### src/rtl/parity_frame_pkg.sv
// Package: parity_frame_pkg
// Shared types and helpers for the parity frame sequencer.
//   frame_state_e : frame sequencer states
//   IDLE_LINE     : level of the serial line when no frame is being sent
//   cnt_width()   : width of a counter that must hold values 0..max_val
//   parity_bit()  : final parity bit from the running XOR and the odd/even select
package parity_frame_pkg;

    typedef enum logic [2:0] {
        IDLE   = 3'd0,
        START  = 3'd1,
        DATA   = 3'd2,
        PARITY = 3'd3,
        STOP   = 3'd4
    } frame_state_e;

    localparam logic IDLE_LINE = 1'b1;

    localparam int DEF_DATA_W  = 8;
    localparam int DEF_BIT_CYC = 1;

    // Width of a counter covering 0..max_val; never narrower than one bit.
    function automatic int cnt_width(input int max_val);
        int w;
        w = $clog2(max_val + 1);
        if (w < 1) begin
            w = 1;
        end else begin
            w = w;
        end
        return w;
    endfunction

    // Even parity is the plain XOR of the data; odd parity inverts it.
    function automatic logic parity_bit(input logic acc, input logic odd);
        return acc ^ odd;
    endfunction

endpackage

### src/rtl/parity_frame_ctrl_accum.sv
// Module: parity_accum
// One-bit running XOR used to build the frame parity bit-serially.
// Ports:
//   clk   : clock, rising edge
//   rst_n : asynchronous active-low reset, clears q
//   clr   : synchronous clear (wins over en)
//   en    : fold d into the running XOR this cycle
//   d     : data bit to fold in
//   q     : running XOR
module parity_accum (
    input  logic clk,
    input  logic rst_n,
    input  logic clr,
    input  logic en,
    input  logic d,
    output logic q
);

    logic acc_r;

    // Running XOR register; a clear at frame start overrides any pending fold.
    always_ff @(posedge clk or negedge rst_n) begin
        if (!rst_n) begin
            acc_r <= 1'b0;
        end else if (clr) begin
            acc_r <= 1'b0;
        end else if (en) begin
            acc_r <= acc_r ^ d;
        end else begin
            acc_r <= acc_r;
        end
    end

    assign q = acc_r;

endmodule

### src/rtl/parity_frame_ctrl.sv
// Module: parity_frame_ctrl
// Serial frame sequencer: takes a DATA_W-bit word over valid/ready and sends
// start bit (0), data LSB first, parity bit, stop bit (1), each held BIT_CYC
// cycles. Parity is accumulated bit-serially as data leaves the shift register.
// Optional feature: define TX_COUNT_EN to add the frame_cnt output, a 16-bit
// wrapping count of completed frames (aborted frames are not counted).
// Ports:
//   clk, rst_n  : clock (rising edge), asynchronous active-low reset
//   in_valid    : producer has a word
//   in_ready    : controller idle and able to accept a word
//   in_data     : word, sampled only on in_valid && in_ready
//   tx_o        : serial line, idle high, registered
//   busy        : frame in progress
//   frame_done  : one-cycle pulse in the last cycle of the stop bit
//   parity_o    : parity bit of the last/current frame, updated on PARITY entry
//   frame_cnt   : completed-frame count (TX_COUNT_EN only)
module parity_frame_ctrl
    import parity_frame_pkg::*;
#(
    parameter int DATA_W  = DEF_DATA_W,
    parameter int ODD     = 0,
    parameter int BIT_CYC = DEF_BIT_CYC
) (
    input  logic              clk,
    input  logic              rst_n,
    input  logic              in_valid,
    output logic              in_ready,
    input  logic [DATA_W-1:0] in_data,
    output logic              tx_o,
    output logic              busy,
    output logic              frame_done,
    output logic              parity_o
`ifdef TX_COUNT_EN
    ,
    output logic [15:0]       frame_cnt
`endif
);

    localparam int CYC_W = cnt_width(BIT_CYC);
    localparam int BIT_W = cnt_width(DATA_W - 1);
    localparam logic [CYC_W-1:0] CYC_LAST = CYC_W'(BIT_CYC - 1);
    localparam logic [BIT_W-1:0] BIT_LAST = BIT_W'(DATA_W - 1);
    localparam logic ODD_BIT = (ODD != 0) ? 1'b1 : 1'b0;

    frame_state_e      state_r, state_nxt_s;
    logic [CYC_W-1:0]  cyc_r, cyc_nxt_s;
    logic [BIT_W-1:0]  bit_r, bit_nxt_s;
    logic [DATA_W-1:0] shift_r, shift_nxt_s;
    logic              parity_r, par_nxt_s;
    logic              tx_r, tx_nxt_s;
    logic              in_ready_r, busy_r, done_r, done_nxt_s;
    logic              cyc_end_s;
    logic              acc_clr_s, acc_en_s, acc_q_s;

    parity_accum u_accum (
        .clk   (clk),
        .rst_n (rst_n),
        .clr   (acc_clr_s),
        .en    (acc_en_s),
        .d     (shift_r[0]),
        .q     (acc_q_s)
    );

    // Next-state logic: frame sequencing, bit/cycle counters, shifter, parity latch.
    always_comb begin
        state_nxt_s = state_r;
        cyc_nxt_s   = cyc_r;
        bit_nxt_s   = bit_r;
        shift_nxt_s = shift_r;
        par_nxt_s   = parity_r;
        acc_clr_s   = 1'b0;
        acc_en_s    = 1'b0;
        cyc_end_s   = (cyc_r == CYC_LAST);
        case (state_r)
            IDLE: begin
                if (in_valid) begin
                    shift_nxt_s = in_data;
                    acc_clr_s   = 1'b1;
                    cyc_nxt_s   = '0;
                    bit_nxt_s   = '0;
                    state_nxt_s = START;
                end else begin
                    state_nxt_s = IDLE;
                end
            end
            START: begin
                if (cyc_end_s) begin
                    cyc_nxt_s   = '0;
                    state_nxt_s = DATA;
                end else begin
                    cyc_nxt_s = cyc_r + CYC_W'(1);
                end
            end
            DATA: begin
                if (cyc_end_s) begin
                    cyc_nxt_s   = '0;
                    acc_en_s    = 1'b1;
                    shift_nxt_s = shift_r >> 1;
                    if (bit_r == BIT_LAST) begin
                        bit_nxt_s   = '0;
                        state_nxt_s = PARITY;
                        // The accumulator only absorbs the last bit at this edge,
                        // so fold it in here to latch the final parity on entry.
                        par_nxt_s   = parity_bit(acc_q_s ^ shift_r[0], ODD_BIT);
                    end else begin
                        bit_nxt_s = bit_r + BIT_W'(1);
                    end
                end else begin
                    cyc_nxt_s = cyc_r + CYC_W'(1);
                end
            end
            PARITY: begin
                if (cyc_end_s) begin
                    cyc_nxt_s   = '0;
                    state_nxt_s = STOP;
                end else begin
                    cyc_nxt_s = cyc_r + CYC_W'(1);
                end
            end
            STOP: begin
                if (cyc_end_s) begin
                    cyc_nxt_s   = '0;
                    state_nxt_s = IDLE;
                end else begin
                    cyc_nxt_s = cyc_r + CYC_W'(1);
                end
            end
            default: begin
                state_nxt_s = IDLE;
                cyc_nxt_s   = '0;
                bit_nxt_s   = '0;
            end
        endcase
    end

    // Output look-ahead: outputs are registered, so decode them from the next state.
    always_comb begin
        tx_nxt_s   = IDLE_LINE;
        done_nxt_s = (state_nxt_s == STOP) && (cyc_nxt_s == CYC_LAST);
        case (state_nxt_s)
            IDLE:    tx_nxt_s = IDLE_LINE;
            START:   tx_nxt_s = 1'b0;
            DATA:    tx_nxt_s = shift_nxt_s[0];
            PARITY:  tx_nxt_s = par_nxt_s;
            STOP:    tx_nxt_s = IDLE_LINE;
            default: tx_nxt_s = IDLE_LINE;
        endcase
    end

    // Sequencer state, counters and shift register.
    always_ff @(posedge clk or negedge rst_n) begin
        if (!rst_n) begin
            state_r <= IDLE;
            cyc_r   <= '0;
            bit_r   <= '0;
            shift_r <= '0;
        end else begin
            state_r <= state_nxt_s;
            cyc_r   <= cyc_nxt_s;
            bit_r   <= bit_nxt_s;
            shift_r <= shift_nxt_s;
        end
    end

    // Registered outputs; reset returns the line to idle immediately.
    always_ff @(posedge clk or negedge rst_n) begin
        if (!rst_n) begin
            tx_r       <= IDLE_LINE;
            in_ready_r <= 1'b1;
            busy_r     <= 1'b0;
            done_r     <= 1'b0;
            parity_r   <= 1'b0;
        end else begin
            tx_r       <= tx_nxt_s;
            in_ready_r <= (state_nxt_s == IDLE);
            busy_r     <= (state_nxt_s != IDLE);
            done_r     <= done_nxt_s;
            parity_r   <= par_nxt_s;
        end
    end

    assign tx_o       = tx_r;
    assign in_ready   = in_ready_r;
    assign busy       = busy_r;
    assign frame_done = done_r;
    assign parity_o   = parity_r;

`ifdef TX_COUNT_EN
    logic [15:0] frame_cnt_r;

    // Completed-frame counter; wraps naturally at 16 bits.
    always_ff @(posedge clk or negedge rst_n) begin
        if (!rst_n) begin
            frame_cnt_r <= 16'h0000;
        end else if (done_r) begin
            frame_cnt_r <= frame_cnt_r + 16'h0001;
        end else begin
            frame_cnt_r <= frame_cnt_r;
        end
    end

    assign frame_cnt = frame_cnt_r;
`endif

endmodule

### config.mk
export PLATFORM = sky130hd
export DESIGN_NAME = parity_frame_ctrl
export DESIGN_NICKNAME = d
export VERILOG_FILES = /design/src/rtl/parity_frame_pkg.sv /design/src/rtl/parity_frame_ctrl_accum.sv /design/src/rtl/parity_frame_ctrl.sv
export SDC_FILE = /design/constraint.sdc
export NUM_CORES = 1
export LEC_CHECK = 0
export BUFFER_PORTS_ARGS = -buffer_cell sky130_fd_sc_hd__buf_2
export CAP_MARGIN = 20
export CORE_MARGIN = 2
export CORE_UTILIZATION = 53
export DETAILED_ROUTE_END_ITERATION = 12
export PLACE_DENSITY = 0.8
export REMOVE_ABC_BUFFERS = 1
export SKIP_CTS_REPAIR_TIMING = 1
export SYNTH_ARGS = -nofsm -noshare
export SYNTH_HDL_FRONTEND = slang
export SYNTH_HIERARCHICAL = 1
export SYNTH_SLANG_ARGS = --single-unit
### constraint.sdc
create_clock -name clk -period 2.2 [get_ports clk]
set_clock_uncertainty 0.05 [all_clocks]
set_input_delay 0.22 -clock clk [delete_from_list [all_inputs] [get_ports clk]]
set_output_delay 0.22 -clock clk [all_outputs]
set_load 0.05 [all_outputs]
Yosys cells after proc, flatten, opt, wreduce, memory -nomap -nowiden
Cells that the tools add are included.
{ "totals": {"reg_bits": 21, "latchBits": 0, "ramBits": 0, "romBits": 0, "out_inout_bits": 5, "mem_count": 0} }
{ "classes": {"add_sub_neg": 2, "mul": 0, "div": 0, "order_cmp": 0, "eq_ne": 11, "n_shift": 0, "muxes": 27, "bitwise_logic": 3, "reduce_logical": 10} }
{ "ops": {"columns": ["op", "n"], "rows": [
  ["2-to-1 mux 3 bit", 8],
  ["2-to-1 mux 8 bit", 2],
  ["case mux 8 bit (2 select lines)", 1],
  ["case mux 3 bit (5 select lines)", 1],
  ["== test 3 x 2 -> 1 bit (second input constant)", 4],
  ["2-to-1 mux 1 bit", 12],
  ["== test 3 bit (second input constant)", 3],
  ["case mux 3 bit (3 select lines)", 1],
  ["== test 3 x 1 -> 1 bit (second input constant)", 2],
  ["logical NOT 3 bit", 2],
  ["AND reduction 3 bit", 2],
  ["!= test 2 bit (second input constant)", 2],
  ["nonzero test 2 bit", 2],
  ["OR reduction 4 bit", 1],
  ["adder 3 x 1 -> 3 bit (second input constant)", 1],
  ["case mux 1 bit (3 select lines)", 1],
  ["nonzero test 3 bit", 1],
  ["OR reduction 3 bit", 1],
  ["NOT 1 bit", 2],
  ["case mux 1 bit (2 select lines)", 1],
  ["adder 1 bit (second input constant)", 1],
  ["logical AND 1 bit", 1],
  ["bitwise XOR 1 bit", 1]
]} }

Longest topological paths before layout
Gate-level depths: netlist (run 1).
{ "logic_depth": {"depth_word": 6, "ltp_mapped": 6, "mapped_depth_nobuf": 5} }

Modules after synthesis
The synthesis (run 1) kept the hierarchy.
{ "by_module_without_submodules": {"columns": ["module", "n_inst", "cells_per_inst", "area_each_um2", "seq_area_each_um2"], "rows": [
  ["parity_frame_ctrl", 1, 87, 905.9, 503.0],
  ["parity_accum", 1, 4, 51.3, 25.0]
]} }

Worst setup path before layout (run 1)
Ideal clock, no wire load.
{ "synth_path": {"path_type": "reg-to-reg", "startpoint": "reg bit_r[0]", "endpoint": "reg busy_r, in the netlist busy", "setup_ns": 0.131, "arrival_ns": 1.422, "slack_ns": 0.597, "stages_incl_launch_ff": 6, "period_less_slack_ns": 1.603, "cell_sequence": "dfrtp_1 > ha_1 > ha_1 > a221oi_1 > nor3_1 > or3_1"} }
{ "synth_between": {"elab_chain_len": 5} }
{ "synth_rtl": {"columns": ["element", "line_no", "text"], "rows": [
  ["from (decl)", "parity_frame_ctrl.sv:47", "logic [BIT_W-1:0] bit_r, bit_nxt_s;"],
  ["from (signal assigned)", "parity_frame_ctrl.sv:160", "bit_r <= bit_nxt_s;"],
  ["== test 3 bit", "parity_frame_ctrl.sv:99", "if (bit_r == BIT_LAST) begin"],
  ["2-to-1 mux 3 bit", "parity_frame_ctrl.sv:99", null],
  ["2-to-1 mux 3 bit", "parity_frame_ctrl.sv:95", "if (cyc_end_s) begin"],
  ["case mux 3 bit (5 select lines)", "parity_frame_ctrl.sv:74", "case (state_r)"],
  ["via state_nxt_s[0]", "parity_frame_ctrl.sv:45", "frame_state_e state_r, state_nxt_s;"],
  ["nonzero test 3 bit", "parity_frame_ctrl.sv:176", "busy_r <= (state_nxt_s != IDLE);"],
  ["to (signal assigned)", "parity_frame_ctrl.sv:176", null],
  ["to (decl)", "parity_frame_ctrl.sv:51", "logic in_ready_r, busy_r, done_r, done_nxt_s;"]
]} }
The timed path passes the listed nets, and every way through them passes these cells.
A chain may end at the register's enable or synchronous reset.

Worst setup path in the final report (run 1)
{ "layout_path": {"startpoint": "reg state_r[2]", "endpoint": "reg tx_r, in the netlist tx_o"} }
{ "layout_between": {"elab_chain_len": 5, "word_cells_on_any_way": 17} }
{ "layout_rtl": {"columns": ["element", "line_no", "text"], "rows": [
  ["from (decl)", "parity_frame_ctrl.sv:45", null],
  ["from (signal assigned)", "parity_frame_ctrl.sv:158", "state_r <= state_nxt_s;"],
  ["2-to-1 mux 3 bit", "parity_frame_ctrl.sv:99", null],
  ["2-to-1 mux 3 bit", "parity_frame_ctrl.sv:95", null],
  ["case mux 3 bit (5 select lines)", "parity_frame_ctrl.sv:74", null],
  ["== test 3 x 2 -> 1 bit / == test 3 x 1 -> 1 bit (equally long branches)", "parity_frame_ctrl.sv:140", "case (state_nxt_s)"],
  ["case mux 1 bit (3 select lines) *", "parity_frame_ctrl.sv:140", null],
  ["via tx_nxt_s", "parity_frame_ctrl.sv:50", "logic tx_r, tx_nxt_s;"],
  ["to (signal assigned)", "parity_frame_ctrl.sv:174", "tx_r <= tx_nxt_s;"],
  ["to (decl)", "parity_frame_ctrl.sv:50", null]
]} }
The timed path passes the listed nets; every way through them passes the cells marked *.

==> flow_summary.ini, run 1 <==
[outcome]
status = finished, final reports clean

[logic_synthesis]
ys_types = 30
ys_ff_latch = 21
syn_area_per_cell_um2 = 10.5
synthCells = 91
syn-cell-area_um2 = 957
ys_seq_area_share_pct = 55.2
yosys_warnings = 6

[cells_and_area]
fin_area_um2 = 1100
drive_gt1_share_pct = 23.9
fin_nets = 123
fillers = 147
final_cells = 134
area_growth_pct = 14.9
antenna_cells = 0
largest_reg_flops = 8
reg_top3 = shift_r (8), bit_r (3), state_r (3)
final_util_pct = 64.4
mostFrequentLayoutCells = nand2_1 (20), dfrtp_1 (19), buf_2 (15)
final_common_cell = nand2_1
regMostFlops = shift_r

[pwr]
pwr_density_cell_nw_per_um2 = 1440
total_power_mw = 1.58
p_leak_nw = 0.527
ir_drop_v = 0.000799

[floorplanning]
core_um2 = 1710
ioPinCount = 16
die-height_um = 46.5
die_area_um2 = 2160
row_count = 15
die_x_um = 46.5
floorplan.initialDensity_pct = 56.0

[sta]
grt_setup_unrepaired = false
hold_violations = 0
worstMarginPinSlew_ns = 0.524
finalCritPeriodShare_pct = 79.7
finalSetupViolations = 0
setup_ws_ns = 0.446
fmax_mhz = 570
slew_headroom_pct = 64.8
drv_slew = 0
period_needed_ns = 1.75

[critical_path]
reg2reg_to = tx_o
crit_chain = nor4b_2 -> buf_4 -> nor3b_1 -> nor4b_1 -> mux2i_1
r2r_start = state_r[2]
cp_data_arrival_time_ns = 1.92
r2r_slack_ns = 0.45
reg2regPathDepth = 5
crit_fanout = 12
cp_slowest_cell = dfrtp_1
required_ns = 2.37
critPathKind = reg -> reg
cpPeakStageDelay_ns = 0.54
start_kind = register
end_kind = register

[clock_tree]
clock_path_buffers = 2
clock-sinks = 21
clk_pin_slew_ns = 0.11
clk_root_buffer_cell = clkbuf_4
insertion_delay_ns = 0.29
cts_buffers = 3
cts_tree = yes
cts_max_level = 1

[drt]
drtAntennaViolNets = 0
wl_per_cell_um = 13.0
vias = 721
wirelength_um = 1740
drt_iter0_drc = 16
dr.pass1.iters = 3
vias_per_cell = 5.38
drcViolationCount = 0

[placement]
place_ws_ns = 0.481
place_inst = 129
portBuffers = 15
dpl.hpwl_um = 1270
placed_area_um2 = 1060
routabilityCongestion = 0.758

[grt]
antenna_found_initial = 0
grt_pass1_wl_um = 2970
overflow = 0
grt_pass1_vias = 677
track_usage_pct = 19.4
grt_max_degree = 22

[job]
maxCapViolCount = 0

[worst_hold_path]
hold_start = in_valid
hold_class = in -> reg
whs_endpoint = cyc_r
min_path_cells = 2
==> worst max-delay path, delay by kind of cell (launching register included) <==
| kind | cells | cell delay, ns |
|---|---|---|
| buffers and inverters | 1 | 0.24 |
| DFF | 1 | 0.54 |
| muxes | 1 | 0.12 |
| and+or+nand+nor | 3 | 0.73 |
==> metal layers <==
layer | wire, µm | part of all wire [%] | up-vias | GRT usage [%]
li1 | - | - | 356 | -
met1 | 864 | 50 | 353 | 26.1
met2 | 827 | 48 | 10 | 31.9
met3 | 28 | 1.6 | 2 | 1.18
met4 | 16 | 0.92 | 0 | 8.57
met5 | 0 | 0 | - | 0
==> worst max path at each step <==
| stage | from | endpoint | slack, ns | cells past startpoint |
|---|---|---|---|---|
| floorplan | state_r[2] | shift_r[7] | -0.05 | 3 |
| global placement | bit_r[0] | busy | 0.49 | 5 |
| detailed placement | bit_r[0] | busy | 0.48 | 5 |
| CTS | bit_r[0] | busy | 0.45 | 5 |
| global route | state_r[2] | tx_o | 0.34 | 5 |
| finish | state_r[2] | tx_o | 0.45 | 5 |
==> synth_stat cells <==
| cell | instances | area share [%] |
|---|---|---|
| buf_1 | 1 | 0.39 |
| nor4b_1 | 2 | 1.8 |
| nor4b_2 | 1 | 1.6 |
| xnor2_1 | 2 | 1.8 |
| nand2b_1 | 2 | 1.3 |
| nor2_1 | 5 | 2.0 |
| buf_2 | 2 | 1.0 |
| ha_1 | 2 | 2.6 |
| a21bo_1 | 1 | 1.0 |
| or3_1 | 1 | 0.65 |
| nand2_1 | 20 | 7.8 |
| a221oi_1 | 1 | 0.92 |
| and2b_2 | 1 | 0.92 |
| nor3b_1 | 1 | 0.78 |
| a22o_1 | 1 | 0.92 |
| a21oi_1 | 2 | 1.0 |
| mux2i_1 | 3 | 3.1 |
| nor2b_1 | 1 | 0.65 |
| a21oi_2 | 1 | 0.92 |
| dfstp_2 | 2 | 5.5 |
| o21ai_0 | 3 | 1.6 |
| or4_1 | 1 | 0.78 |
| inv_1 | 1 | 0.39 |
| nor3_1 | 4 | 2.1 |
| nand3b_1 | 1 | 0.78 |
| dfrtp_1 | 19 | 50 |
| o2bb2ai_1 | 1 | 0.92 |
| and3_1 | 1 | 0.65 |
| buf_4 | 1 | 0.78 |
| a22oi_1 | 7 | 5.5 |
==> logic make-up (layout without fill, tap and decap cells) <==
logic type	Yosys count	after routing	synth area share, %
compound gates	17	17	12.8
xor+xnor	2	2	1.83
fa+ha+maj	2	2	2.61
buf+inv	5	23	2.61
flops	21	21	55.2
mux	3	3	3.14
simple gates	41	41	21.8
==> through the flow <==
stage | hold WS (ns) | setup TNS, ns
3_3_place_gp | 0.147 | 0
2_1_floorplan | -0.126 | -0.0714
3_5_place_dp | 0.144 | 0
4_1_cts | -0.188 | 0
5_1_grt | 0.0686 | 0
6_report | 0.0740 | 0
==> report_power, final <==
group	total [mW]	internal [mW]	switching (mW)
combinational	0.718	0.274	0.444
sequential	0.684	0.553	0.131
clock	0.180	0.0705	0.109
total	1.58	0.898	0.684
==> area by class of cell <==
class	instances	area (µm²)	area share, %
Timing Repair Buffer	18	100	9.10
Sequential cell	21	528	48.0
Multi-Input combinational cell	65	410	37.3
Clock buffer	4	26.3	2.39
Inverter	1	3.75	0.341
Tap cell	25	31.3	2.84
Power figures use the tool's default switching activity.
==> run 2, diff against run 1 <==
clock period = 1.7 ns   (was 2.2 ns; I/O delays follow)
==> run 2 against run 1 <==
Effect of this change:
- setup slack got worse by 0.39 ns
- utilization up 7.3 points
- highest routed layer unchanged
- cell area increased by 11%
- via count grew 8.9%
- global-route usage grew 0.097 points
- die area stayed put
- routed wire length up 9.9%
- maximum frequency grew 6.5%
- critical path type unchanged
- sequential cell count did not move
==> flow_summary.ini, run 2 (synthesis results as in run 1) <==
[outcome]
status = finished, final reports clean

[cells_and_area]
multi_input_area_um2 = 452
final_common_cell = nand2_1
regMostFlops = shift_r
fillers = 136
drive_gt1_share_pct = 36.4
largest_reg_flops = 8
antenna_cells = 0
regArea_um2 = 531
reg_top3 = shift_r (8), bit_r (3), state_r (3)
mostFrequentLayoutCells = nand2_1 (20), dfrtp_1 (17), buf_2 (15)
area_growth_pct = 28.0
fin_nets = 132

[floorplanning]
floorplan.initialDensity_pct = 56.0
row_count = 15
die_x_um = 46.5
die_area_um2 = 2160
ioPinCount = 16
core_um2 = 1710
die-height_um = 46.5

[drt]
wl_per_cell_um = 13.3
drtAntennaViolNets = 0
vias = 785
drcViolationCount = 0
wirelength_um = 1910
vias_per_cell = 5.49
dr.pass1.iters = 4
drt_iter0_drc = 16

[pwr]
total_power_mw = 2.29
p_sw_uw = 967
comb_power_share_pct = 52.4
p_leak_nw = 0.583
clock_power_share_pct = 10.8
p_seq_share_pct = 36.8
p_int_mw = 1.32
switching_share_pct = 42.3
ir_drop_v = 0.000953
pwr_density_cell_nw_per_um2 = 1870

[worst_hold_path]
hold_start = in_valid
hold_class = in -> reg

[clock_tree]
clock-sinks = 21
clk_root_buffer_cell = clkbuf_4
cts_buffers = 3
cts_tree = yes
insertion_delay_ns = 0.31
clock_path_buffers = 2
cts_max_level = 1
clk_pin_slew_ns = 0.13

[sta]
hold_violations = 0
finalSetupViolations = 0
fin_setup_tns_ns = 0
fmax_mhz = 607
finalCritPeriodShare_pct = 96.9
worstMarginPinSlew_ns = 0.454
whs_ns = 0.0225
period_needed_ns = 1.65
setup_ws_ns = 0.0534
slew_headroom_pct = 69.8
grt_setup_unrepaired = true
drv_slew = 0

[critical_path]
critPathKind = reg -> reg
cp_num_buf_inv = 0
cpPeakStageDelay_ns = 0.51
crit_chain = and2b_2 -> xnor2_2 -> or4_1 -> mux2i_1
start_kind = register
end_kind = register
crit_fanout = 4
cp_slowest_cell = or4_1
cpLargestDelayFamily = simple AND/OR/NAND/NOR gates
crit_start = state_r[0]
r2r_start = state_r[0]
cp_data_arrival_time_ns = 1.84
required_ns = 1.89

[placement]
portBuffers = 15
routabilityCongestion = 0.832
place_ws_ns = 0.0177
dpl.hpwl_um = 1320

[grt]
grt_max_degree = 22
overflow = 0
antenna_found_initial = 0
grt_pass1_wl_um = 2980
grt_pass1_vias = 700
track_usage_pct = 19.5

[job]
maxCapViolCount = 0
run 2: routing by layer:
layer | part of all wire (%) | GRT usage, % | vias up
met5 | 0 | 0 | -
met1 | 48 | 27.1 | 380
met4 | 2.1 | 6.86 | 0
met3 | 3.1 | 2.35 | 8
li1 | - | - | 375
met2 | 47 | 31.1 | 22
run 2: worst paths after layout:
kind	depth (start not counted)	slack, ns	end
setup / recovery	4	0.05	tx_o
hold / removal	2	0.02	cyc_r
setup reg to reg	4	0.05	tx_o
hold reg to reg	2	0.45	shift_r[6]
max in group asynchronous	2	0.98	in_ready
min in group asynchronous	2	0.27	state_r[1]
run 2: final cells by class:
class	count	area share, %
flip-flops and latches	21	43.3
repair buffers	27	14.7
clock buffers	3	1.84
inverters	1	0.306
well taps	25	2.55
clock inverters	1	0.409
multi-input cells	65	36.9
run 2: power by group through the flow:
| stage | Clock (mW) | Sequential, mW | Combinational (mW) |
|---|---|---|---|
| floorplan | 0 | 1.01 | 0.551 |
| global placement | 0 | 0.828 | 1.03 |
| detailed placement | 0 | 0.843 | 1.06 |
| CTS | 0.244 | 0.833 | 1.07 |
| global route | 0.259 | 0.862 | 1.32 |
| finish | 0.247 | 0.842 | 1.20 |
run 2: through the flow:
step                      utilization [%]  cells  area [µm²]
after floorplan                         -     87         936
after global placement               64.0    133        1090
after detailed placement             64.0    133        1090
after CTS                            65.6    137        1120
after global routing                 71.7    143        1220
final                                71.7    143        1220
==> run 3, diff against run 2 <==
CORE_MARGIN = 1   (was 2)
==> run 3 against run 2 <==
Effect of this change:
- total power fell by 2.5%
- first-iteration DRC count did not move
- via count fell by 5.4%
- register-to-register slack barely moved
- combinational power fell by 7%
- sequential power rose by 3.6%
- sequential cell count did not move
- maximum frequency fell by 0.39%
- highest routed layer unchanged
==> flow_summary.ini, run 3 (synthesis results as in run 1) <==
[sta]
hold_violations = 0
grt_setup_unrepaired = true
finalSetupViolations = 0
whs_ns = 0.0428
drv_slew = 0
worstMarginPinSlew_ns = 0.482
finalCritPeriodShare_pct = 97.2
slew_headroom_pct = 67.8
period_needed_ns = 1.65
fmax_mhz = 605

[critical_path]
start_kind = register
critPathKind = reg -> reg
cpPeakStageDelay_ns = 0.48
required_ns = 1.88
crit_chain = nor4b_4 -> a21oi_1 -> or4_1 -> mux2i_1
cp_data_arrival_time_ns = 1.83
cp_slowest_cell = dfrtp_2
crit_fanout = 7
end_kind = register

[clock_tree]
clk_root_buffer_cell = clkbuf_4
cts_tree = yes
clock-sinks = 21
clk_pin_slew_ns = 0.11
cts_buffers = 3
cts_max_level = 1
insertion_delay_ns = 0.30
clock_path_buffers = 2

[drt]
drt_iter0_drc = 16
drtAntennaViolNets = 0
vias = 743
top_layer = met4
drcViolationCount = 0
wl_per_cell_um = 13.8
wl_met2_um = 1040
vias_per_cell = 5.23
wirelength_um = 1960
dr.pass1.iters = 4
met1_length_um = 866
route.met3.wl_um = 40

[floorplanning]
die_x_um = 44.5
ioPinCount = 16
die_area_um2 = 1980
row_count = 14
floorplan.initialDensity_pct = 60.0
core_um2 = 1590
die-height_um = 44.5

[placement]
routabilityCongestion = 0.781
portBuffers = 15
place_inst = 131
dpl.hpwl_um = 1270

[grt]
grt_pass1_wl_um = 2870
overflow = 0
track_usage_pct = 21.3
antenna_found_initial = 0
grt_pass1_vias = 674
grt_max_degree = 22

[cells_and_area]
reg_top3 = shift_r (8), bit_r (3), state_r (3)
final_common_cell = nand2_1
area_growth_pct = 24.7
regMostFlops = shift_r
drive_gt1_share_pct = 33.9
fin_nets = 132
fillers = 109
mostFrequentLayoutCells = nand2_1 (20), dfrtp_1 (16), buf_2 (15)
antenna_cells = 0
final_cells = 142
largest_reg_flops = 8

[job]
maxCapViolCount = 0

[worst_hold_path]
hold_class = in -> reg

[pwr]
pwr_density_cell_nw_per_um2 = 1870
ir_drop_v = 0.000940
p_leak_nw = 0.575

[outcome]
status = finished, final reports clean
-- run 3: through the flow --
stage	area [µm²]	TNS (ns)	setup slack, ns	util (%)	power, mW
global placement	1080	0	0.0904	68.1	1.82
floorplan	936	-4.42	-0.551	-	1.56
detailed placement	1080	0	0.0294	68.1	1.87
finish	1190	0	0.0471	74.9	2.23
global route	1190	-0.0803	-0.0501	74.9	2.40
CTS	1110	-0.00632	-0.00632	69.7	2.11
-- run 3: worst paths after layout --
check                           slack [ns]         end  cells after the start  startpoint
worst max-delay path                  0.05        tx_o                      4  state_r[0]
worst min-delay path                  0.04  shift_r[7]                      2  in_data[7]
worst max register to register        0.05        tx_o                      4  state_r[0]
worst min register to register        0.44  shift_r[3]                      2  shift_r[3]
max in group asynchronous             0.98    in_ready                      2       rst_n
min in group asynchronous             0.29  state_r[1]                      2       rst_n
-- run 3: power breakdown --
group	internal, mW	leakage, nW	switching (mW)
clock network	0.0914	0.0150	0.141
registers	0.720	0.262	0.152
logic	0.478	0.298	0.647
total	1.29	0.575	0.941
-- run 3: worst max-delay path: cells and delay by family (launching register included) --
family             cells  cell delay (ns)
DFF                    1             0.48
muxes                  1             0.16
and+or+nand+nor        2             0.77
AOI/OAI and AO/OA      1             0.12
-- run 3: routing by layer --
metal | up-vias | global-route usage, %
li1 | 371 | -
met5 | - | 0
met3 | 2 | 6.12
met4 | 0 | 13.9
met2 | 13 | 32.4
met1 | 357 | 26.5
-- run 3: layout make-up --
type	instances	area, µm²	share of cell area [%]
multi-input combinational	65	434	36.4
clock buffer	4	26.3	2.20
inverter	1	3.75	0.314
tap	24	30.0	2.52
sequential	21	532	44.5
timing repair buffer	27	168	14.0
